[src/rtl/instruction_fetch_unit.sv]
`default_nettype none
// ============================================================================
// Module      : instruction_fetch_unit
// Description : PC + synchronous imem reader feeding decode through a 2-entry
//               queue with valid/ready handshake; flushes on branch redirect.
// Revision    : 1.0 - initial release
// ============================================================================
module instruction_fetch_unit #(
    parameter int ADDR_WIDTH = 10,
    parameter int RESET_PC   = 0
) (
    input  logic                  clk,
    input  logic                  rst,
    input  logic                  fetch_en,
    output logic                  imem_rd_en,
    output logic [ADDR_WIDTH-1:0] imem_addr,
    input  logic [31:0]           imem_rdata,
    output logic [31:0]           instr_out,
    output logic [ADDR_WIDTH-1:0] instr_pc,
    output logic                  instr_valid,
    input  logic                  instr_ready,
    input  logic                  branch,
    input  logic                  branch_abs,
    input  logic [31:0]           branch_offset,
    input  logic [ADDR_WIDTH-1:0] branch_pc
);

    localparam logic [1:0] c_st_boot = 2'd0;
    localparam logic [1:0] c_st_run  = 2'd1;
    localparam logic [1:0] c_st_idle = 2'd2;

    localparam logic [ADDR_WIDTH-1:0] c_reset_pc = ADDR_WIDTH'(RESET_PC);
    localparam logic [ADDR_WIDTH-1:0] c_one      = {{(ADDR_WIDTH-1){1'b0}}, 1'b1};

    logic [1:0]            r_state;
    logic [ADDR_WIDTH-1:0] r_pc;
    logic [ADDR_WIDTH-1:0] r_tag;
    logic                  r_inflight;
    logic [1:0]            r_count;
    logic [31:0]           r_q_data [2];
    logic [ADDR_WIDTH-1:0] r_q_pc   [2];

    logic                  w_pop;
    logic                  w_push;
    logic                  w_redirect;
    logic                  w_issue;
    logic [2:0]            w_occ;
    logic [ADDR_WIDTH-1:0] w_target;
    logic                  w_unused;

    assign w_unused   = &{1'b0, branch_offset[31:ADDR_WIDTH]};

    assign w_pop      = (r_count != 2'd0) && instr_ready;
    assign w_redirect = branch && (r_state != c_st_boot);
    // A response landing in the redirect cycle belongs to the old path.
    assign w_push     = r_inflight && !w_redirect;
    assign w_occ      = {1'b0, r_count} + {2'b00, r_inflight} - {2'b00, w_pop};
    assign w_issue    = (r_state == c_st_run) && fetch_en && !branch && (w_occ < 3'd2);
    assign w_target   = branch_abs ? branch_offset[ADDR_WIDTH-1:0]
                                   : branch_pc + c_one + branch_offset[ADDR_WIDTH-1:0];

    assign imem_rd_en  = w_issue;
    assign imem_addr   = r_pc;
    assign instr_out   = r_q_data[0];
    assign instr_pc    = r_q_pc[0];
    assign instr_valid = (r_count != 2'd0);

    always_ff @(posedge clk or posedge rst) begin
        if (rst) begin
            r_state     <= c_st_boot;
            r_pc        <= c_reset_pc;
            r_tag       <= '0;
            r_inflight  <= 1'b0;
            r_count     <= 2'd0;
            r_q_data[0] <= '0;
            r_q_data[1] <= '0;
            r_q_pc[0]   <= '0;
            r_q_pc[1]   <= '0;
        end else begin
            case (r_state)
                c_st_boot: r_state <= fetch_en ? c_st_run : c_st_idle;
                c_st_run:  if (!fetch_en) r_state <= c_st_idle;
                c_st_idle: if (fetch_en) r_state <= c_st_run;
                default:   r_state <= c_st_boot;
            endcase

            if (w_redirect) begin
                r_pc       <= w_target;
                r_inflight <= 1'b0;
            end else begin
                r_inflight <= w_issue;
                if (w_issue) begin
                    r_pc  <= r_pc + c_one;
                    r_tag <= r_pc;
                end
            end

            if (w_redirect) begin
                r_count <= 2'd0;
            end else begin
                case ({w_push, w_pop})
                    2'b11: begin
                        if (r_count == 2'd2) begin
                            r_q_data[0] <= r_q_data[1];
                            r_q_pc[0]   <= r_q_pc[1];
                            r_q_data[1] <= imem_rdata;
                            r_q_pc[1]   <= r_tag;
                        end else begin
                            r_q_data[0] <= imem_rdata;
                            r_q_pc[0]   <= r_tag;
                        end
                    end
                    2'b10: begin
                        // Issue rule keeps count below 2 whenever a push arrives.
                        r_q_data[r_count[0]] <= imem_rdata;
                        r_q_pc[r_count[0]]   <= r_tag;
                        r_count              <= r_count + 2'd1;
                    end
                    2'b01: begin
                        r_q_data[0] <= r_q_data[1];
                        r_q_pc[0]   <= r_q_pc[1];
                        r_count     <= r_count - 2'd1;
                    end
                    default: ;
                endcase
            end
        end
    end

endmodule
`default_nettype wire

[config.mk]
export PLATFORM = sky130hd
export DESIGN_NAME = instruction_fetch_unit
export DESIGN_NICKNAME = d
export VERILOG_FILES = /design/src/rtl/instruction_fetch_unit.sv
export SDC_FILE = /design/constraint.sdc
export NUM_CORES = 1
export LEC_CHECK = 0
export CORE_AREA = 2 2 109 111
export CTS_BUF_LIST = sky130_fd_sc_hd__clkbuf_2 sky130_fd_sc_hd__clkbuf_4 sky130_fd_sc_hd__clkbuf_8
export DETAILED_ROUTE_END_ITERATION = 16
export DIE_AREA = 0 0 111 113
export PLACE_DENSITY = 0.88
export SLEW_MARGIN = 25
export SYNTH_ARGS = -nofsm -noshare
export SYNTH_HDL_FRONTEND = slang
export SYNTH_SLANG_ARGS = --single-unit
[constraint.sdc]
create_clock -name clk -period 7.9 [get_ports clk]
set_clock_uncertainty 0.1 [all_clocks]
set_input_delay 1.185 -clock clk [delete_from_list [all_inputs] [get_ports clk]]
set_output_delay 1.185 -clock clk [all_outputs]
set_load 0.02 [all_outputs]
Yosys cells after proc, flatten, opt, wreduce, memory -nomap -nowiden --
Index checks and enable logic that the tools add are counted.
Word-level totals: output and inout bits 54, input port bits 80, flip-flop bits (word level) 109, word-level logic and storage cells 74
Cells by class: eq/ne operators 9, multiplexer cells 24, bitwise logic cells 2, add/sub/neg operators 7, reductions and logical operators 20, order comparisons 3
Operator list (count):
- $mux 32 | 3
- $pmux 32 s3 | 1
- $bwmux 64 | 1
- $pmux 32 s2 | 1
- $mux 10 | 6
- $demux 32 s1 | 1
- $pmux 10 s3 | 1
- $add 10x1->10 const B | 2
- $bwmux 20 | 1
- $pmux 10 s2 | 1
- $add 10x10->10 | 1
- $demux 10 s1 | 1
- $eq 2x2->1 const B | 4
- $mux 2 | 4
- $reduce_bool 2->1 | 4
- $logic_and 1x1->1 | 7
- $ne 2x2->1 const B | 3
- $pmux 2 s3 | 1
- $reduce_and 2->1 | 3
- $reduce_bool 3->1 | 2
- $eq 2x1->1 const B | 2
- $pmux 2 s2 | 1
- $add 2x1->3 | 1
- $lt 3x2->1 const B | 1
- other kinds (11) | 12

Depth between registers and ports, before layout --
Gate-level depths: netlist of the first run.
word-level depth 7, mapped depth 12, gate-level depth less buffers 11

Least setup slack after synthesis of the first run --
OpenSTA, ideal clock, no wires.
path kind input-to-output, from input port instr_ready, to output port imem_rd_en, data required time 6615 ps, stages on the path 6, buffers on the path 0, slack 3790 ps, data arrival time 2825 ps, cells stage by stage and2_1 > ha_1 > nand2b_1 > fa_1 > nand4b_1 > nor3_1
On the way: word-level cells in the longest chain between the ends 4
Ends and longest elaborated chain:
- start, declared | RTL line 21 | input logic instr_ready,
- $logic_and 1x1->1 | RTL line 53 | assign w_pop = (r_count != 2'd0) && instr_ready;
- $sub 3x1->3 | RTL line 57 | assign w_occ = {1'b0, r_count} + {2'b00, r_inflight} - {2'b00, w_pop};
- $lt 3x2->1 | RTL line 58 | assign w_issue = (r_state == c_st_run) && fetch_en && !branch && (w_occ < 3'd2);
- $logic_and 1x1->1 | RTL line 58
- end, declared | RTL line 15 | output logic imem_rd_en,
Every way passes these cells.

Worst setup path in the final report of the first run --
Ends and elaborated chain as after synthesis.

==> impl_metrics.ini, run 1 <==
[pwr]
swShare_pct = 37.1
pwr-share-seq_pct = 39.0
switchingPower_w = 0.000879
leakagePower_nw = 3.23
pwr-share-clk_pct = 15.8
power_frac_comb_pct = 45.2
pwr_density_cell_nw_per_um2 = 321
peakVddDrop_v = 0.000170
p_int_w = 0.00149

[floorplanning]
row_count = 39
die_h_um = 113
fp.coreArea_sq_um = 11300
die_area_sq_um = 12500
fp.dieW_um = 111
initial_core_util_pct = 56.1
ios = 134

[worst_setup_path]
crit_required_ns = 6.61
r2r_start = r_count[0]
critPathSlowestCell = clkdlybuf4s50_1
critical_path_arrival_ns = 3.72
cp_top_family = buffers and inverters
worstSetupStartpointType = input pin
worstReg2RegEnd = imem_addr[7]
cp-end-kind = output port
crit_buf_inv = 2
path_cells = clkdlybuf4s50_1 -> and2_1 -> ha_1 -> nand2b_1 -> fa_1 -> nand4b_1 -> nor3_1 -> clkdlybuf4s50_1
crit_fanout = 4
r2r_setup_slack_ns = 4.46
path_class = input pin to output port
cp.depth = 8
worst_path_most_repeated_cell = clkdlybuf4s50_1
critical-path-max-stage-delay_ns = 0.65
r2r_cells = 12

[timing]
period_minus_slack_ns = 5.01
setup_viol = 0
slew_violations = 0
hold_viol = 0
max_slew_margin_pct = 45.4
tightestPinTransition_ns = 0.819
setup_tns_ns = 0
final.hold.worst_slack_ns = 0.394
fmax_mhz = 200
period_share_pct = 63.4
rsz0062_at_grt = no

[hold_path]
min_from = instr_pc[8]
hold_class = register to register
hold_end = instr_pc[8]
hold_path_depth = 2

[synth]
synth_area_sq_um = 6320
ys_ff_latch = 109
yosys-top-cells-area = dfrtp_1 43%, mux2_4 9.5%, buf_4 5.3%
synthFlopType = dfrtp_1
ys_seq_area_share_pct = 43.1
netlist_instances = 554
synth_fp_nets = 651
synth_cell_types = 56
synth_top_area_cell = dfrtp_1
synth_edf_count = 0
avgSynthCellArea_sq_um = 11.4
yosys_warnings = 0
synth-async-reset-ratio_pct = 100
netlist.area_leader.share_pct = 43.1

[routing]
drc = 0
wl_per_cell_um = 18.8
totalWireLength_um = 14100
drtPass1Iterations = 5
viasPerCell = 6.18
vias = 4634
drt-initial-drc-count = 401
ant_nets = 0

[final_layout]
regArea_sq_um = 2730
num_antenna_cells = 0
layout.cells.non_filler = 750
post_route_cells_drive_above_1_share_pct = 15.2
fin_nets = 699
fill_cells = 858
multi_input_area_sq_um = 3030
areaGrowthSynthToFinish_pct = 16.7

[run_status]
outcome = finished, final reports clean

[placed_design]
place_congestion = 0.794
place_inst = 734
port_buffers = 111
hpwl_um = 9160

[global_route]
grtUsageMet1_pct = 29.7
first_global_vias = 4713
antenna_found_initial = 0
grt_overflow = 0
grt_max_degree = 70
met3_usage_pct = 3.16
use_met2_pct = 38.0
grt_pass1_wl_um = 23400
top_usage_layer = met2
grtUsageTotal_pct = 22.6

[clocking]
clkTransAtPathRegs_ns = 0.09
cts_tree = built
cts_resized = 0
clk_latency_ns = 0.38
clockRootBuffer = clkbuf_8
cts_buffers = 9
cts_num_sinks = 109
cts_setup_buffers = 0
htreeDepth = 3
clockBufferDepth = 2
ctsHoldBuffers = 0

[run]
cap_violations = 0
-- cells in the mapped netlist (all sizes together), types with 2 or more instances --
library cell    n
and4            2
a22o           33
mux2           52
or3             2
clkbuf         22
and3            3
nand2          18
a21boi          2
nand4b          2
o211ai          2
o21ai          20
nor2b           4
nand4           5
ha             15
a211oi          6
o2111ai         2
mux2i          33
buf            59
o21a            4
xnor2           9
xor2            7
a21oi          46
nor3            8
inv            10
nand3           7
a221oi         32
nor2           15
dfrtp         109
nand3b          3
nand2b          2
fa              2
a22oi          10
-- layer usage --
metal	share of wire (%)	up-vias	wire length [um]
met5	0	-	0
met4	1.9	0	274
met3	4.6	21	655
met2	49	151	6970
met1	44	2344	6190
li1	-	2118	-
-- cells in the final DEF, fill, tap and decap left out, drive strengths merged, types with 3 or more instances in the layout --
master and n:
xnor2 9, a211oi 6, a221oi 32, nor3 8, o21ai 20, mux2i 33
clkdlybuf4s50 111, ha 15, nand3b 3, nor2b 4, a22o 33, a21oi 46
and3 3, clkinv 4, nor2 15, xor2 7, a22oi 10, clkbuf 10
o21a 4, nand4 5, inv 10, buf 7, mux2 52, dfrtp 109
nand3 7, nand2 18
-- power by group through the flow --
stage          Combinational (W)  Clock, W  Sequential, W
2_1_floorplan           0.000829         0       0.000888
3_3_place_gp             0.00102         0       0.000907
3_5_place_dp             0.00107         0       0.000926
4_1_cts                  0.00107  0.000381       0.000919
5_1_grt                  0.00115  0.000402       0.000948
6_report                 0.00107  0.000375       0.000923
-- worst max path at each step --
stage	startpoint	end	slack, ns
finish	instr_ready	imem_rd_en	2.89
global route	instr_ready	imem_rd_en	2.74
floorplan	rst	imem_addr[0]	3.74
detailed placement	instr_ready	imem_rd_en	2.92
global placement	instr_ready	imem_rd_en	2.93
CTS	instr_ready	imem_rd_en	2.88
-- worst reg2reg max path, cell delays in order, from the launching register on --
cell	delay [ns]
dfrtp_1	0.49
or2_2	0.34
and2_1	0.21
ha_1	0.27
nand2b_1	0.15
fa_1	0.49
nand4b_1	0.14
nor3_2	0.13
buf_4	0.29
nand4_1	0.15
and3_1	0.22
a311oi_2	0.23
o31ai_1	0.10
-- sequential cells by signal (all words and copies together), names as in the netlist --
register	count
instr_out	32
r_state	2
imem_addr	10
r_q_data	32
r_inflight	1
r_q_pc	10
instr_pc	10
r_tag	10
r_count	2
-- cell type report --
cell class	count	area share, %
multi-input cells	354	41.1
flip-flops and latches	109	37.0
repair buffers	118	16.0
well taps	143	2.42
clock buffers	10	1.78
clock inverters	6	1.19
inverters	10	0.543
-- per-stage QoR --
| stage | setup WS, ns | instance area, sq um | total power [W] | util [%] |
|---|---|---|---|---|
| 5_1_grt | 2.74 | 7380 | 0.00250 | 65.5 |
| 4_1_cts | 2.88 | 7380 | 0.00237 | 65.5 |
| 6_report | 2.89 | 7380 | 0.00237 | 65.5 |
| 3_3_place_gp | 2.93 | 7130 | 0.00193 | 63.3 |
| 3_5_place_dp | 2.92 | 7160 | 0.00199 | 63.5 |
| 2_1_floorplan | 3.74 | 6320 | 0.00172 | - |
-- kinds of logic after synthesis --
kind of cell | count (synthesis) | share of synthesized area (%)
XOR/XNOR | 16 | 2.22
buffers and inverters | 91 | 9.34
multiplexers | 85 | 16.9
adder cells (fa/ha/maj) | 17 | 3.60
AND/OR/NAND/NOR | 74 | 6.37
AO/OA/AOI/OAI | 162 | 18.5
flip-flops | 109 | 43.1
No activity file was read; power rests on OpenSTA's default activity.
==> run 2: changes to the inputs <==
CORE_AREA = 2 2 113 115   (was 2 2 109 111)
DIE_AREA = 0 0 115 117   (was 0 0 111 113)
PLACE_DENSITY = 0.83   (was 0.88)
clock period = 4.7 ns   (was 7.9 ns; I/O delays follow)
==> impl_metrics.ini, run 2 (synthesis gave the netlist of run 1 again) <==
[run_status]
outcome = finished, final reports clean

[final_layout]
final_common_cell = clkdlybuf4s50_1
regArea_sq_um = 2730
fin_nets = 702
multi_input_area_sq_um = 3030
fill_cells = 1006
post_route_cells_drive_above_1_share_pct = 15.6
num_antenna_cells = 0
layout_common_cells = 111 x clkdlybuf4s50_1, 109 x dfrtp_1, 45 x a21oi_1
areaGrowthSynthToFinish_pct = 17.3
utilization_pct = 60.3

[worst_setup_path]
r2r_setup_slack_ns = 1.26
cp-end-kind = output port
cp-startpoint = r_count[0]
cp.depth = 8
path_cells = or2_2 -> and2_1 -> ha_1 -> nand2b_1 -> fa_1 -> nand4b_1 -> nor3_1 -> clkdlybuf4s50_1
crit_required_ns = 3.89
crit_buf_inv = 1
critical_path_arrival_ns = 3.29
cp_top_family = simple AND/OR/NAND/NOR gates
critPathSlowestCell = clkdlybuf4s50_1
critical-path-max-stage-delay_ns = 0.65
r2r_cells = 12
crit_fanout = 7
worstSetupStartpointType = register
critPathCapture = imem_rd_en
worstReg2RegEnd = imem_addr[7]
r2r_start = r_count[0]
path_class = register to output port

[timing]
rsz0062_at_grt = no
hold_viol = 0
tightestPinTransition_ns = 0.874
period_minus_slack_ns = 4.09
setup_tns_ns = 0
period_share_pct = 87.1
final.hold.worst_slack_ns = 0.398
slew_violations = 0
max_slew_margin_pct = 41.7
setup_viol = 0
fmax_mhz = 244

[placed_design]
hpwl_um = 9240
place_congestion = 0.784
port_buffers = 111

[floorplanning]
die_area_sq_um = 13500
initial_core_util_pct = 51.4
die_h_um = 117
ios = 134
row_count = 41
fp.dieW_um = 115
fp.coreArea_sq_um = 12300

[global_route]
grt_overflow = 0
grt_max_degree = 72
antenna_found_initial = 0
grtUsageTotal_pct = 20.8
first_global_vias = 4661
grt_pass1_wl_um = 22500

[routing]
totalWireLength_um = 13800
drc = 0
viasPerCell = 5.99
drtPass1Iterations = 4
ant_nets = 0
wl_per_cell_um = 18.2
vias = 4556
drt-initial-drc-count = 371

[clocking]
clk_latency_ns = 0.36
clockBufferDepth = 2
cts_setup_buffers = 0
cts_tree = built
clkTransAtPathRegs_ns = 0.10
htreeDepth = 3
cts_resized = 0
cts_num_sinks = 109
ctsHoldBuffers = 0
clockRootBuffer = clkbuf_8
cts_buffers = 9

[hold_path]
hold_path_depth = 2
hold_class = register to register

[pwr]
pwr_density_cell_nw_per_um2 = 536
leakagePower_nw = 3.25
peakVddDrop_v = 0.000194

[run]
cap_violations = 0
run 2: area by class of cell:
type	instances	share of cell area [%]
clock buffers	12	2.14
clock inverters	4	0.944
inverters	10	0.540
multi-input cells	354	40.8
flip-flops and latches	109	36.8
well taps	150	2.53
repair buffers	121	16.3
run 2: where the power goes:
| group | leakage, nW | total, W | switching [W] | internal (W) |
|---|---|---|---|---|
| Clock | 0.120 | 0.000647 | 0.000312 | 0.000334 |
| Sequential | 1.41 | 0.00154 | 0.000266 | 0.00127 |
| Combinational | 1.72 | 0.00179 | 0.000866 | 0.000926 |
run 2: worst min-delay path by stage:
stage	startpoint	endpoint	slack, ns
3_5_place_dp	instr_pc[7]	instr_pc[7]	0.38
3_3_place_gp	instr_pc[8]	instr_pc[8]	0.37
4_1_cts	instr_pc[7]	instr_pc[7]	0.40
2_1_floorplan	instr_pc[1]	instr_pc[1]	0.35
6_report	instr_pc[3]	instr_pc[3]	0.40
5_1_grt	instr_pc[0]	instr_pc[0]	0.43
run 2: worst register-to-register path, cell delays in order, from the launching register on:
cell and delay [ns]:
dfrtp_1 0.48, or2_2 0.34, and2_1 0.21, ha_1 0.28, nand2b_1 0.15, fa_1 0.49, nand4b_1 0.15, nor3_2 0.14
buf_4 0.29, nand4_1 0.15, and3_1 0.22, a311oi_2 0.22, o31ai_1 0.10
run 2: routing by layer:
layer	routed length, um	up-vias	GRT usage, %
met2	6860	124	36.3
met4	195	0	8.43
li1	-	2135	-
met5	0	-	0
met1	6140	2281	26.4
met3	609	16	2.73
run 2: per-stage QoR:
stage / instance area (sq um) / total power, W / setup WS [ns] / instances
after global placement: 7160 / 0.00326 / 0.651 / 743
after detailed placement: 7190 / 0.00335 / 0.662 / 744
after floorplan: 6320 / 0.00289 / 1.02 / 554
final: 7420 / 0.00398 / 0.608 / 760
after global routing: 7420 / 0.00422 / 0.439 / 760
after CTS: 7420 / 0.00400 / 0.574 / 760
